**src/rtl/lsu_pkg.sv**
```systemverilog
// lsu_pkg: definitions shared by the load/store unit and its load extender.
//   - lsu_state_t  : access sequencer states.
//   - F3_*         : Funct3 access size/sign encodings.
//   - f3_legal     : 1 when Funct3 names a supported access.
//   - byte_enable  : byte-lane enables for an access size and addr[1:0].
//   - store_data   : lane-replicated store data for an access size.
package lsu_pkg;

    typedef enum logic [1:0] {
        IDLE = 2'd0,
        REQ  = 2'd1,
        RESP = 2'd2,
        DONE = 2'd3
    } lsu_state_t;

    localparam logic [2:0] F3_B  = 3'b000;
    localparam logic [2:0] F3_H  = 3'b001;
    localparam logic [2:0] F3_W  = 3'b010;
    localparam logic [2:0] F3_BU = 3'b100;
    localparam logic [2:0] F3_HU = 3'b101;

    function automatic logic f3_legal(input logic [2:0] f3);
        return (f3 == F3_B) || (f3 == F3_H) || (f3 == F3_W) ||
               (f3 == F3_BU) || (f3 == F3_HU);
    endfunction

    // Half-word lanes ignore addr[0] and words ignore addr[1:0]; misaligned
    // accesses therefore fall onto the enclosing aligned half/word.
    function automatic logic [3:0] byte_enable(input logic [2:0] f3,
                                               input logic [1:0] addr_lo);
        logic [3:0] be;
        case (f3)
            F3_B, F3_BU: be = 4'b0001 << addr_lo;
            F3_H, F3_HU: be = 4'b0011 << {addr_lo[1], 1'b0};
            F3_W:        be = 4'b1111;
            default:     be = 4'b0000;
        endcase
        return be;
    endfunction

    // The bus picks the lane with the byte enables, so the data is simply
    // replicated into every lane it could land in.
    function automatic logic [31:0] store_data(input logic [2:0]  f3,
                                               input logic [31:0] wd);
        logic [31:0] d;
        case (f3[1:0])
            2'b00:   d = {4{wd[7:0]}};
            2'b01:   d = {2{wd[15:0]}};
            default: d = wd;
        endcase
        return d;
    endfunction

endpackage

```
**src/rtl/load_extend.sv**
```systemverilog
// load_extend: selects the addressed byte/half of a read word and sign- or
// zero-extends it to 32 bits. Purely combinational.
//   mem_rdata [31:0] in  : raw word from the data bus.
//   addr_lo   [1:0]  in  : low address bits of the access.
//   funct3    [2:0]  in  : access size/sign (F3_* encodings).
//   ext_data  [31:0] out : extended load value.
module load_extend
    import lsu_pkg::*;
(
    input  logic [31:0] mem_rdata,
    input  logic [1:0]  addr_lo,
    input  logic [2:0]  funct3,
    output logic [31:0] ext_data
);

    logic [7:0]  lanes [4];
    logic [7:0]  byte_sel;
    logic [15:0] half_sel;

    generate
        for (genvar gi = 0; gi < 4; gi++) begin : g_lane
            assign lanes[gi] = mem_rdata[8*gi +: 8];
        end
    endgenerate

    assign byte_sel = lanes[addr_lo];
    assign half_sel = addr_lo[1] ? {lanes[3], lanes[2]} : {lanes[1], lanes[0]};

    always_comb begin
        ext_data = mem_rdata;
        case (funct3)
            F3_B:    ext_data = {{24{byte_sel[7]}}, byte_sel};
            F3_BU:   ext_data = {24'd0, byte_sel};
            F3_H:    ext_data = {{16{half_sel[15]}}, half_sel};
            F3_HU:   ext_data = {16'd0, half_sel};
            default: ext_data = mem_rdata;
        endcase
    end

endmodule

```
**src/rtl/load_store_unit.sv**
```systemverilog
// load_store_unit: memory-stage sequencer between the ALU address and a
// handshaked data-memory bus. Formats store data/byte enables, runs the
// request/response handshake with a timeout, stalls the pipeline while an
// access is outstanding and returns registered, extended load data.
//
// Optional feature macro: LSU_MISALIGN_EXC_EN
//   defined   : misaligned H/HU/W accesses skip the bus and pulse MisalignExc.
//   undefined : no MisalignExc port; low address bits are ignored.
//
// Ports:
//   clk, reset (async, active high)
//   MemRead, MemWrite, Funct3, ALUResult, WriteData : memory-stage inputs
//   Stall, ReadData, LoadValid, BusError            : pipeline outputs
//   MisalignExc (feature only)                      : misalignment pulse
//   MemReq, MemWe, MemAddr, MemWData, MemBE         : bus request
//   MemGnt, MemRValid, MemRData                     : bus response
module load_store_unit
    import lsu_pkg::*;
#(
    parameter int MAX_WAIT = 15,
    parameter int CNT_W    = 4      // 2**CNT_W must exceed MAX_WAIT
) (
    input  logic        clk,
    input  logic        reset,
    input  logic        MemRead,
    input  logic        MemWrite,
    input  logic [2:0]  Funct3,
    input  logic [31:0] ALUResult,
    input  logic [31:0] WriteData,
    output logic        Stall,
    output logic [31:0] ReadData,
    output logic        LoadValid,
    output logic        BusError,
`ifdef LSU_MISALIGN_EXC_EN
    output logic        MisalignExc,
`endif
    output logic        MemReq,
    output logic        MemWe,
    output logic [31:0] MemAddr,
    output logic [31:0] MemWData,
    output logic [3:0]  MemBE,
    input  logic        MemGnt,
    input  logic        MemRValid,
    input  logic [31:0] MemRData
);

    // Last counter value before the wait budget is exhausted.
    localparam logic [CNT_W-1:0] CNT_LAST = CNT_W'(MAX_WAIT - 1);

    lsu_state_t        state_reg, state_next;
    logic [CNT_W-1:0]  cnt_reg, cnt_next;
    logic              err_reg, err_next;
    logic [31:0]       addr_reg;
    logic [2:0]        f3_reg;
    logic [31:0]       wdata_reg;
    logic              store_reg;
    logic [31:0]       rdata_reg;
    logic [31:0]       ext_data;
    logic              capture;
    logic              rdata_load;
    logic              rdata_clear;
    logic              misalign_q;

`ifdef LSU_MISALIGN_EXC_EN
    logic misalign_reg, misalign_next;
    logic misaligned;

    assign misaligned = (((Funct3 == F3_H) || (Funct3 == F3_HU)) && ALUResult[0]) ||
                        ((Funct3 == F3_W) && (ALUResult[1:0] != 2'b00));
    assign misalign_q  = misalign_reg;
    assign MisalignExc = (state_reg == DONE) && misalign_reg;
`else
    assign misalign_q = 1'b0;
`endif

    load_extend u_load_extend (
        .mem_rdata (MemRData),
        .addr_lo   (addr_reg[1:0]),
        .funct3    (f3_reg),
        .ext_data  (ext_data)
    );

    // Address and data follow the captured fields at all times; the
    // qualifying signals (MemReq/MemWe/MemBE) are only active in REQ.
    assign MemAddr  = {addr_reg[31:2], 2'b00};
    assign MemWData = store_data(f3_reg, wdata_reg);
    assign ReadData = rdata_reg;

    always_comb begin
        state_next  = state_reg;
        cnt_next    = cnt_reg;
        err_next    = err_reg;
`ifdef LSU_MISALIGN_EXC_EN
        misalign_next = misalign_reg;
`endif
        capture     = 1'b0;
        rdata_load  = 1'b0;
        rdata_clear = 1'b0;
        Stall       = 1'b0;
        MemReq      = 1'b0;
        MemWe       = 1'b0;
        MemBE       = 4'b0000;
        LoadValid   = 1'b0;
        BusError    = 1'b0;

        case (state_reg)
            IDLE: begin
                if (MemRead || MemWrite) begin
                    Stall    = 1'b1;
                    capture  = 1'b1;
                    err_next = 1'b0;
                    cnt_next = '0;
`ifdef LSU_MISALIGN_EXC_EN
                    misalign_next = 1'b0;
`endif
                    if (!f3_legal(Funct3)) begin
                        err_next   = 1'b1;
                        state_next = DONE;
                    end
`ifdef LSU_MISALIGN_EXC_EN
                    else if (misaligned) begin
                        misalign_next = 1'b1;
                        state_next    = DONE;
                    end
`endif
                    else begin
                        state_next = REQ;
                    end
                end
            end

            REQ: begin
                Stall  = 1'b1;
                MemReq = 1'b1;
                MemWe  = store_reg;
                MemBE  = byte_enable(f3_reg, addr_reg[1:0]);
                // The grant is checked before the timeout so a handshake on
                // the final allowed cycle still completes normally.
                if (MemGnt) begin
                    cnt_next   = '0;
                    state_next = store_reg ? DONE : RESP;
                end else if (cnt_reg == CNT_LAST) begin
                    err_next    = 1'b1;
                    rdata_clear = !store_reg;
                    state_next  = DONE;
                end else begin
                    cnt_next = cnt_reg + 1'b1;
                end
            end

            RESP: begin
                Stall = 1'b1;
                if (MemRValid) begin
                    rdata_load = 1'b1;
                    state_next = DONE;
                end else if (cnt_reg == CNT_LAST) begin
                    err_next    = 1'b1;
                    rdata_clear = 1'b1;
                    state_next  = DONE;
                end else begin
                    cnt_next = cnt_reg + 1'b1;
                end
            end

            DONE: begin
                // The instruction that owned this access is leaving the stage,
                // so MemRead/MemWrite are not looked at here.
                LoadValid  = !store_reg && !err_reg && !misalign_q;
                BusError   = err_reg;
                state_next = IDLE;
            end

            default: state_next = IDLE;
        endcase
    end

    always_ff @(posedge clk or posedge reset) begin
        if (reset) begin
            state_reg <= IDLE;
            cnt_reg   <= '0;
            err_reg   <= 1'b0;
`ifdef LSU_MISALIGN_EXC_EN
            misalign_reg <= 1'b0;
`endif
            addr_reg  <= '0;
            f3_reg    <= '0;
            wdata_reg <= '0;
            store_reg <= 1'b0;
            rdata_reg <= '0;
        end else begin
            state_reg <= state_next;
            cnt_reg   <= cnt_next;
            err_reg   <= err_next;
`ifdef LSU_MISALIGN_EXC_EN
            misalign_reg <= misalign_next;
`endif
            if (capture) begin
                addr_reg  <= ALUResult;
                f3_reg    <= Funct3;
                wdata_reg <= WriteData;
                store_reg <= MemWrite;   // store wins when both are set
            end
            if (rdata_load) begin
                rdata_reg <= ext_data;
            end else if (rdata_clear) begin
                rdata_reg <= '0;
            end
        end
    end

endmodule

```
**config.mk**
```make
export PLATFORM = sky130hd
export DESIGN_NAME = load_store_unit
export DESIGN_NICKNAME = d
export VERILOG_FILES = /design/src/rtl/lsu_pkg.sv /design/src/rtl/load_extend.sv /design/src/rtl/load_store_unit.sv
export SDC_FILE = /design/constraint.sdc
export NUM_CORES = 1
export LEC_CHECK = 0
export CORE_ASPECT_RATIO = 0.8
export CORE_MARGIN = 4
export CORE_UTILIZATION = 48
export CTS_BUF_LIST = sky130_fd_sc_hd__clkbuf_4 sky130_fd_sc_hd__clkbuf_8 sky130_fd_sc_hd__clkbuf_16
export DETAILED_ROUTE_END_ITERATION = 8
export PLACE_DENSITY = 0.86
export SYNTH_ARGS = -nofsm -noshare
export SYNTH_HDL_FRONTEND = slang
export SYNTH_SLANG_ARGS = --single-unit
```
**constraint.sdc**
```tcl
create_clock -name clk -period 10.7 [get_ports clk]
set_clock_uncertainty 0.15 [all_clocks]
set_input_delay 2.14 -clock clk [delete_from_list [all_inputs] [get_ports clk]]
set_output_delay 2.14 -clock clk [all_outputs]
set_load 0.1 [all_outputs]
```
==> results.py <==
metrics = {
    "status": {
        "outcome": "complete, no violations",
    },
    "synthesis": {
        "synth_area_leaders": "dfrtp_1 48%, mux2_2 17%, buf_4 5.6%, a22o_1 4.2%, mux2i_1 2.3%",
        "async_reset_ff_frac": 1.00,
        "synth_edf_count": 0,
        "synth_cells": 475,
        "synth_xor_area_frac": 0,
        "synth.area.mux_share": 0.200,
        "synth_ff_type": "dfrtp_1",
        "synthSimpleGateAreaFrac": 0.0837,
        "synth_seq_cells": 107,
        "synth_fa_ha_area_frac": 0.0133,
        "syn_area_um2": 5630,
        "synth.distinct_cells": 52,
        "synth_top_cells_by_count": "107 x dfrtp_1, 85 x mux2_2, 42 x buf_4",
        "synth_compound_area_frac": 0.135,
        "yosysMostFrequentCell": "dfrtp_1",
        "yosysTopAreaCell": "dfrtp_1",
        "yosys_warnings": 0,
        "synth_top_area_share": 0.475,
        "yosysSeqAreaShare": 0.475,
        "avgSynthCellArea_um2": 11.9,
        "synth_top_family_by_area": "multiplexers",
    },
    "place": {
        "dp_hpwl_um": 11300,
        "pre_cts_ws_ps": 4260,
        "gp_congestion": 0.866,
        "io_buffer_count": 207,
    },
    "final_layout": {
        "drive_above_1_share": 0.190,
        "fill_cells": 850,
        "antenna-diode-count": 0,
        "area_growth_pct": 37.7,
        "fin_nets": 739,
    },
    "clocking": {
        "root_buffer": "clkbuf_16",
        "numClockSinks": 107,
        "clock_tree.buffer_depth": 2,
        "cts_made_buffers": 9,
        "clk_pin_slew_worst_paths_ps": 70,
        "clk_latency_ps": 340,
        "post_cts_buffers": 0,
        "cts_tree": "done",
        "h-tree-depth": 3,
        "cts_resized": 0,
        "holdBufCountCts": 0,
    },
    "grt": {
        "grt_pass1_vias": 4657,
        "grt_pass1_wl_um": 24300,
        "grt_max_degree": 69,
        "grt.overflow.total": 0,
        "antenna_found_initial": 0,
        "grt_use_total": 0.226,
    },
    "worst_setup_path": {
        "path_class": "input port to primary output",
        "crit_path_max_fanout": 4,
        "cp.required_ps": 8410,
        "crit_path_end_kind": "primary output",
        "rr_worst_depth": 6,
        "cp.arrival_ps": 4140,
        "worstSetupEndpoint": "Stall",
        "crit_path_start": "MemWrite",
        "r2r_slack_ps": 8000,
        "r2r-start": "state_reg[0]",
        "worst_r2r_endpoint": "ReadData[23]",
        "cp-start-kind": "input port",
    },
    "drt": {
        "via_count": 4295,
        "wire_per_inst_um": 19.5,
        "drt_first_pass_iters": 5,
        "drcViolationCount": 0,
        "viasPerCell": 5.50,
        "drtIter0Drc": 444,
        "routed_wl_um": 15200,
        "drtAntennaViolNets": 0,
    },
    "floorplanning": {
        "initial_core_util": 0.489,
        "num_rows": 35,
        "die_h_um": 105,
        "dieArea_um2": 13500,
        "ioPinCount": 210,
        "core-area_um2": 11500,
        "die_x_um": 129,
    },
    "timing": {
        "timing.fmax_mhz": 155,
        "maxSlewHeadroom": 0.283,
        "finalMaxSlewViolations": 0,
        "layout_worst_path_cycle_share": 0.601,
        "fin_ws_ps": 4270,
        "hold_viol_final": 0,
        "finalSetupViolations": 0,
        "finalSetupTns_ps": 0,
        "min_period_ps": 6430,
        "rsz0062_at_grt": "false",
        "tightest_slew_ps": 1070,
    },
    "worst_hold_path": {
        "hp-class": "flip-flop to flip-flop",
        "min_path_cells": 1,
    },
    "run": {
        "drv_cap": 0,
    },
}
cells by family after synthesis:
| logic type | after synthesis |
|---|---|
| flops | 107 |
| mux | 100 |
| compound gates | 98 |
| simple gates | 82 |
| buf+inv | 81 |
| fa+ha+maj | 6 |
| other cells | 1 |
per-layer routing:
| metal | track usage | up-vias | part of all wire |
|---|---|---|---|
| li1 | - | 1965 | - |
| met1 | 0.285 | 2103 | 0.40 |
| met2 | 0.369 | 211 | 0.48 |
| met3 | 0.0858 | 16 | 0.11 |
| met4 | 0.0517 | 0 | 0.013 |
| met5 | 0 | - | 0 |
area by class of cell:
cell class | count | area [µm²] | share of cell area
timing repair buffer | 211 | 2100 | 0.271
sequential | 107 | 2680 | 0.345
tap | 148 | 185 | 0.0239
clock buffer | 12 | 248 | 0.0319
multi-input combinational | 288 | 2450 | 0.316
inverter | 11 | 43.8 | 0.00564
clock inverter | 4 | 51.3 | 0.00661
placed cells by master, fill, tap and decap left out, types with 9 or more instances in the layout:
master           synthesis  layout
a21oi_1                  9       9
a22o_1                  27      27
clkbuf_16                0       9
clkdlybuf4s50_1          0     207
dfrtp_1                107     106
inv_1                   11      10
mux2_2                  85      85
mux2i_1                 13      13
nand2_1                 15      15
nand2b_1                19      19
nand3_1                 12      12
nor2_1                   9       9
nor2b_1                 11      11
o21ai_0                 21      21
worst max-delay path, cell delays in order:
cell             delay, ps
clkdlybuf4s50_1        560
o21ai_4                 80
a21oi_1                200
clkdlybuf4s50_1       1160
metrics by stage:
stage | util | hold WS, ps | instances | instance area [µm²]
6_report | 0.674 | 334 | 781 | 7760
5_1_grt | 0.674 | 370 | 781 | 7760
4_1_cts | 0.674 | 340 | 781 | 7760
3_5_place_dp | 0.648 | 325 | 765 | 7460
3_3_place_gp | 0.648 | 315 | 765 | 7460
2_1_floorplan | - | 324 | 476 | 5640
worst min-delay path by stage:
stage	from	endpoint
6_report	ReadData[15]	ReadData[15]
5_1_grt	wdata_reg[20]	wdata_reg[20]
4_1_cts	ReadData[15]	ReadData[15]
3_5_place_dp	ReadData[15]	ReadData[15]
3_3_place_gp	ReadData[15]	ReadData[15]
2_1_floorplan	wdata_reg[16]	wdata_reg[16]
Power is left out: the tool's default activity adds up to more than one toggle a clock period on the data nets, which glitch-free logic cannot reach.
